<file path="src/rtl/vga_scanner_if.sv">
// rtl/vga_scanner_if.sv - pixel address / colour bus between scanner and sprite compositor
interface vga_scanner_if;
    logic [19:0] addr;
    logic [2:0]  ired;
    logic [2:0]  igreen;
    logic [2:0]  iblue;

    modport master (output addr, input ired, igreen, iblue);
    modport slave  (input addr, output ired, igreen, iblue);
endinterface

</file>
<file path="src/rtl/vga_scanner.sv">
// rtl/vga_scanner.sv - VGA raster timing generator and pixel reader
module vga_scanner #(
    parameter int CLK_DIV   = 2,
    parameter int H_VISIBLE = 640,
    parameter int H_FRONT   = 16,
    parameter int H_SYNC    = 96,
    parameter int H_BACK    = 48,
    parameter int V_VISIBLE = 480,
    parameter int V_FRONT   = 10,
    parameter int V_SYNC    = 2,
    parameter int V_BACK    = 33
) (
    input  logic          clk,
    input  logic          rst,
    vga_scanner_if.master pix,
    output logic [2:0]    ored,
    output logic [2:0]    ogreen,
    output logic [2:0]    oblue,
    output logic          hs,
    output logic          vs,
    output logic          vblank,
    output logic          frame_start
);
    localparam int H_TOTAL = H_VISIBLE + H_FRONT + H_SYNC + H_BACK;
    localparam int V_TOTAL = V_VISIBLE + V_FRONT + V_SYNC + V_BACK;
    // Keep the divider at least one bit wide so CLK_DIV=1 still elaborates.
    localparam int DIV_W   = (CLK_DIV > 1) ? $clog2(CLK_DIV) : 1;

    logic [DIV_W-1:0] div;
    logic [9:0]       hcount;
    logic [9:0]       vcount;
    logic             tick;
    logic             h_last;
    logic             v_last;
    logic             vis;
    logic             hs_zone;
    logic             vs_zone;

    always_comb begin
        tick    = (div == DIV_W'(CLK_DIV - 1));
        h_last  = (hcount == 10'(H_TOTAL - 1));
        v_last  = (vcount == 10'(V_TOTAL - 1));
        vis     = (hcount < 10'(H_VISIBLE)) && (vcount < 10'(V_VISIBLE));
        hs_zone = (hcount >= 10'(H_VISIBLE + H_FRONT)) &&
                  (hcount <  10'(H_VISIBLE + H_FRONT + H_SYNC));
        vs_zone = (vcount >= 10'(V_VISIBLE + V_FRONT)) &&
                  (vcount <  10'(V_VISIBLE + V_FRONT + V_SYNC));
    end

    assign pix.addr = vis ? {1'b0, hcount, vcount[8:0]} : 20'd0;

    always_ff @(posedge clk) begin
        if (rst) begin
            div    <= '0;
            hcount <= '0;
            vcount <= '0;
        end else if (tick) begin
            div <= '0;
            if (h_last) begin
                hcount <= '0;
                vcount <= v_last ? 10'd0 : vcount + 10'd1;
            end else begin
                hcount <= hcount + 10'd1;
            end
        end else begin
            div <= div + DIV_W'(1);
        end
    end

    // Colour and sync share one register stage so they stay aligned at one pixel of latency.
    always_ff @(posedge clk) begin
        if (rst) begin
            ored        <= 3'd0;
            ogreen      <= 3'd0;
            oblue       <= 3'd0;
            hs          <= 1'b1;
            vs          <= 1'b1;
            vblank      <= 1'b0;
            frame_start <= 1'b0;
        end else begin
            frame_start <= tick && h_last && v_last;
            if (tick) begin
                ored   <= vis ? pix.ired   : 3'd0;
                ogreen <= vis ? pix.igreen : 3'd0;
                oblue  <= vis ? pix.iblue  : 3'd0;
                hs     <= !hs_zone;
                vs     <= !vs_zone;
                vblank <= (vcount >= 10'(V_VISIBLE));
            end
        end
    end
endmodule

</file>
<file path="src/flat_wrapper.sv">
// flat-port wrapper written by rule: the top's interface ports become plain ports
module vga_scanner_flat 
#(
    parameter int CLK_DIV   = 2,
    parameter int H_VISIBLE = 640,
    parameter int H_FRONT   = 16,
    parameter int H_SYNC    = 96,
    parameter int H_BACK    = 48,
    parameter int V_VISIBLE = 480,
    parameter int V_FRONT   = 10,
    parameter int V_SYNC    = 2,
    parameter int V_BACK    = 33
)
  (clk, rst, ored, ogreen, oblue, hs, vs, vblank, frame_start, pix_addr, pix_ired, pix_igreen, pix_iblue);
  vga_scanner_if pix_i ();
  input  logic clk;
  input  logic rst;
  output logic [2:0] ored;
  output logic [2:0] ogreen;
  output logic [2:0] oblue;
  output logic hs;
  output logic vs;
  output logic vblank;
  output logic frame_start;
  output wire logic [$bits(pix_i.addr)-1:0] pix_addr;
  input wire logic [$bits(pix_i.ired)-1:0] pix_ired;
  input wire logic [$bits(pix_i.igreen)-1:0] pix_igreen;
  input wire logic [$bits(pix_i.iblue)-1:0] pix_iblue;
  assign pix_addr = pix_i.addr;
  assign pix_i.ired = pix_ired;
  assign pix_i.igreen = pix_igreen;
  assign pix_i.iblue = pix_iblue;
  vga_scanner #(.CLK_DIV(CLK_DIV), .H_VISIBLE(H_VISIBLE), .H_FRONT(H_FRONT), .H_SYNC(H_SYNC), .H_BACK(H_BACK), .V_VISIBLE(V_VISIBLE), .V_FRONT(V_FRONT), .V_SYNC(V_SYNC), .V_BACK(V_BACK)) u_core (.clk(clk), .rst(rst), .pix(pix_i), .ored(ored), .ogreen(ogreen), .oblue(oblue), .hs(hs), .vs(vs), .vblank(vblank), .frame_start(frame_start));
endmodule
</file>
<file path="config.mk">
export PLATFORM = sky130hd
export DESIGN_NAME = vga_scanner_flat
export DESIGN_NICKNAME = d
export VERILOG_FILES = /design/src/rtl/vga_scanner_if.sv /design/src/rtl/vga_scanner.sv /design/src/flat_wrapper.sv
export SDC_FILE = /design/constraint.sdc
export NUM_CORES = 1
export LEC_CHECK = 0
export CORE_MARGIN = 4
export CORE_UTILIZATION = 48
export CTS_BUF_LIST = sky130_fd_sc_hd__clkbuf_16
export DETAILED_ROUTE_END_ITERATION = 12
export PLACE_DENSITY = 0.79
export SLEW_MARGIN = 10
export SYNTH_ARGS = -nofsm -noshare
export SYNTH_HDL_FRONTEND = slang
export SYNTH_SLANG_ARGS = --single-unit
</file>
<file path="constraint.sdc">
create_clock -name clk -period 1.8 [get_ports clk]
set_clock_uncertainty 0.05 [all_clocks]
set_input_delay 0.36 -clock clk [delete_from_list [all_inputs] [get_ports clk]]
set_output_delay 0.36 -clock clk [all_outputs]
set_load 0.02 [all_outputs]
</file>
==> flow_summary.json, run 1 <==
{
  "fmax_mhz": 560.8,
  "grtUsageMet2": 0.3631,
  "hp-start": "u_core.ored[0]$_SDFFE_PP0P_",
  "min_period_over_period": 0.9906,
  "grt_pass1_vias": 1559,
  "p_clk_frac": 0.461,
  "viasPerCell": 5.607,
  "clk_pin_slew_ns": 0.05,
  "yosys_most_used_dff": "dfxtp_1",
  "r2r_slack_ns": 0.06,
  "antenna_cells": 0,
  "cts_buffer_depth": 2,
  "syn_to_final_growth_pct": 49.08,
  "route.detailed.drc": 0,
  "ys_warn_count": 0,
  "reg2reg_depth": 7,
  "boundaryPins": 44,
  "hold_depth": 1,
  "status": "complete, no violations",
  "pwr-share-seq": 0.450,
  "critPathKind": "reg -> out",
  "ys_types": 42,
  "required_ns": 1.39,
  "portBuffers": 42,
  "grt.busiest_layer": "met2",
  "synth.area.top_cells": "dfxtp_1 (42%), and3_1 (8.4%), a22o_1 (4.8%)",
  "hp-class": "reg -> reg",
  "p_int_mw": 1.357,
  "power.total_mw": 1.755,
  "synth_nets": 193,
  "grt_overflow": 0,
  "synth_edf_count": 0,
  "layoutNonFillerInstCount": 290,
  "dieArea_um2": 4414,
  "worst_hold_slack_ns": 0.4325,
  "antenna_found_initial": 0,
  "min_to": "u_core.ored[0]$_SDFFE_PP0P_",
  "synth-seq-cells": 34,
  "dr.pass1.iters": 4,
  "p_per_area_nw_per_um2": 718.0,
  "fp.dieW_um": 66.44,
  "setup_tns_ns": 0,
  "routed_wl_um": 4505,
  "crit-reg2reg-launch": "u_core.vcount[6]$_SDFFE_PP0P_",
  "place_congestion": 0.8546,
  "fin_crit_ns": 1.783,
  "ant_nets": 0,
  "start_kind": "flip-flop",
  "root_buffer": "clkbuf_16",
  "finalMaxSlewViolations": 0,
  "synth.yosys.seq_area_share": 0.4153,
  "dp_cells": 279,
  "numCtsBuffers": 5,
  "grt_max_degree": 11,
  "synth.largest_area_cell": "dfxtp_1",
  "core_um2": 3153,
  "floorplan.rows": 20,
  "grt.total_usage": 0.2130,
  "rsz0062_at_grt": "true",
  "htreeDepth": 2,
  "use_met3": 0.06463,
  "cts_tree": "done",
  "switchingPower_mw": 0.3972,
  "ys_async_sr_fraction": 0,
  "swShare": 0.2264,
  "dp_hpwl_um": 3208,
  "final_util": 0.7750,
  "synth.most_common_cell": "dfxtp_1",
  "hold_violations": 0,
  "start_util": 0.5198,
  "die_height_um": 66.44,
  "syn-instance-count": 178,
  "yosys.area.top_type_share": 0.4153,
  "r2r_end": "u_core.vcount[5]$_SDFFE_PP0P_",
  "clock-sinks": 34,
  "drive_gt1_frac": 0.3171,
  "grt_pass1_wl_um": 7134,
  "crit_fanout": 7,
  "syn_area_um2": 1639,
  "worstPathArrival_ns": 1.37,
  "netlist_top_cells_count": "dfxtp_1 (34), and3_1 (22), nor2_1 (20), a22o_1 (9)",
  "drv_cap": 0,
  "syn_avg_cell_area_um2": 9.208,
  "num_vias": 1626,
  "cts_hold_buffers": 0,
  "power.leakage_nw": 1.070,
  "clk_latency_ns": 0.28,
  "final_nets": 260,
  "peakVddDrop_v": 0.0005443,
  "grt_use_met1": 0.2500,
  "comb_power_share": 0.089,
  "worst_slew_pin_slew_ns": 0.6195,
  "slew_headroom": 0.5855,
  "drtIter0Drc": 81,
  "critPathCaptureType": "output port",
  "setup_viol": 0,
  "wl_per_cell_um": 15.53
}
[kinds of logic (layout without fill, tap and decap cells)]
| kind of cell | Yosys count | after routing | synth area share |
|---|---|---|---|
| buffers and inverters | 15 | 83 | 0.04274 |
| XOR/XNOR | 13 | 13 | 0.06947 |
| other | 1 | 1 | 0.002288 |
| AO/OA/AOI/OAI | 22 | 22 | 0.09923 |
| AND/OR/NAND/NOR | 87 | 87 | 0.3282 |
| multiplexers | 2 | 2 | 0.01221 |
| adder cells (fa/ha/maj) | 4 | 4 | 0.03054 |
| flip-flops | 34 | 34 | 0.4153 |
[stage by stage]
step	instance area (µm²)	setup WS, ns
6_report	2444	0.01688
5_1_grt	2444	-0.03117
4_1_cts	2337	0.006871
3_5_place_dp	2260	-0.2311
3_3_place_gp	2260	-0.1623
2_1_floorplan	1639	0.1991
[cells in the final DEF, fill, tap and decap left out, types with 6 or more instances in the layout]
cell type and n:
a22o_1 9, buf_2 8, inv_1 7, xnor2_1 6, buf_4 27, buf_6 10
and3_1 19, dfxtp_1 28, clkdlybuf4s50_1 23, dfxtp_2 6, nor2_1 20, nand3_1 6
xor2_1 7
[power groups by stage]
stage	sequential [mW]	combinational, mW	clock [mW]
final	0.790	0.155	0.810
after global routing	0.791	0.166	0.852
after CTS	0.788	0.146	0.811
after detailed placement	0.802	0.148	0
after global placement	0.802	0.145	0
after floorplan	0.816	0.0549	0
[state kept, by name, indices dropped and copies added, names as in the netlist]
register / flops
u_core.ored: 3
u_core.vs: 1
u_core.hcount: 10
u_core.frame_start: 1
u_core.div: 1
u_core.ogreen: 3
u_core.oblue: 3
u_core.vcount: 10
u_core.vblank: 1
u_core.hs: 1
[final cells by class]
class                      count  area (µm²)
sequential                    34       688.2
tap                           44       55.05
fill                         216       709.4
timing repair buffer          69       605.6
multi-input combinational    129       934.6
clock inverter                 3       12.51
inverter                       6       22.52
clock buffer                   5       125.1
[worst max-delay path, cell delays in order, from the launching register on]
cell	delay, ns
dfxtp_2	0.32
nand4_1	0.12
and2_4	0.18
buf_4	0.15
and3_2	0.20
buf_6	0.13
[timing repair]
item                                    4_1_cts  5_1_grt
pin swaps                                     2        2
gates resized for setup                      82       34
cloned                                        0        0
endpoints found under the setup margin       19       28
buffers inserted                              2        1
[routing by layer]
| metal | vias to the layer above | share of wire |
|---|---|---|
| met2 | 59 | 0.49 |
| met5 | - | 0 |
| met1 | 781 | 0.42 |
| met4 | 0 | 0.017 |
| li1 | 778 | - |
| met3 | 8 | 0.073 |
[how the worst max path moves through the flow]
stage | slack (ns) | to | start
after global routing | -0.03 | pix_addr[17] | u_core.vcount[7]$_SDFFE_PP0P_
after CTS | 0.007 | pix_addr[17] | u_core.vcount[5]$_SDFFE_PP0P_
after global placement | -0.16 | pix_addr[17] | u_core.vcount[6]$_SDFFE_PP0P_
after floorplan | 0.20 | u_core.vcount[9]$_SDFFE_PP0P_ | u_core.hcount[0]$_SDFFE_PP0P_
after detailed placement | -0.23 | pix_addr[17] | u_core.vcount[6]$_SDFFE_PP0P_
final | 0.02 | pix_addr[17] | u_core.vcount[5]$_SDFFE_PP0P_
Power figures use the tool's default switching activity.
==> run 2, diff against run 1 <==
--- a/config.mk
+++ b/config.mk
@@ -5,6 +5,7 @@
 export SDC_FILE = /design/constraint.sdc
 export NUM_CORES = 1
 export LEC_CHECK = 0
+export ABC_CLOCK_PERIOD_IN_PS = 1800
 export CORE_MARGIN = 4
 export CORE_UTILIZATION = 48
 export CTS_BUF_LIST = sky130_fd_sc_hd__clkbuf_16
==> results of run 2 <==
The final DEF is identical to that of run 1; final timing and power are the same.
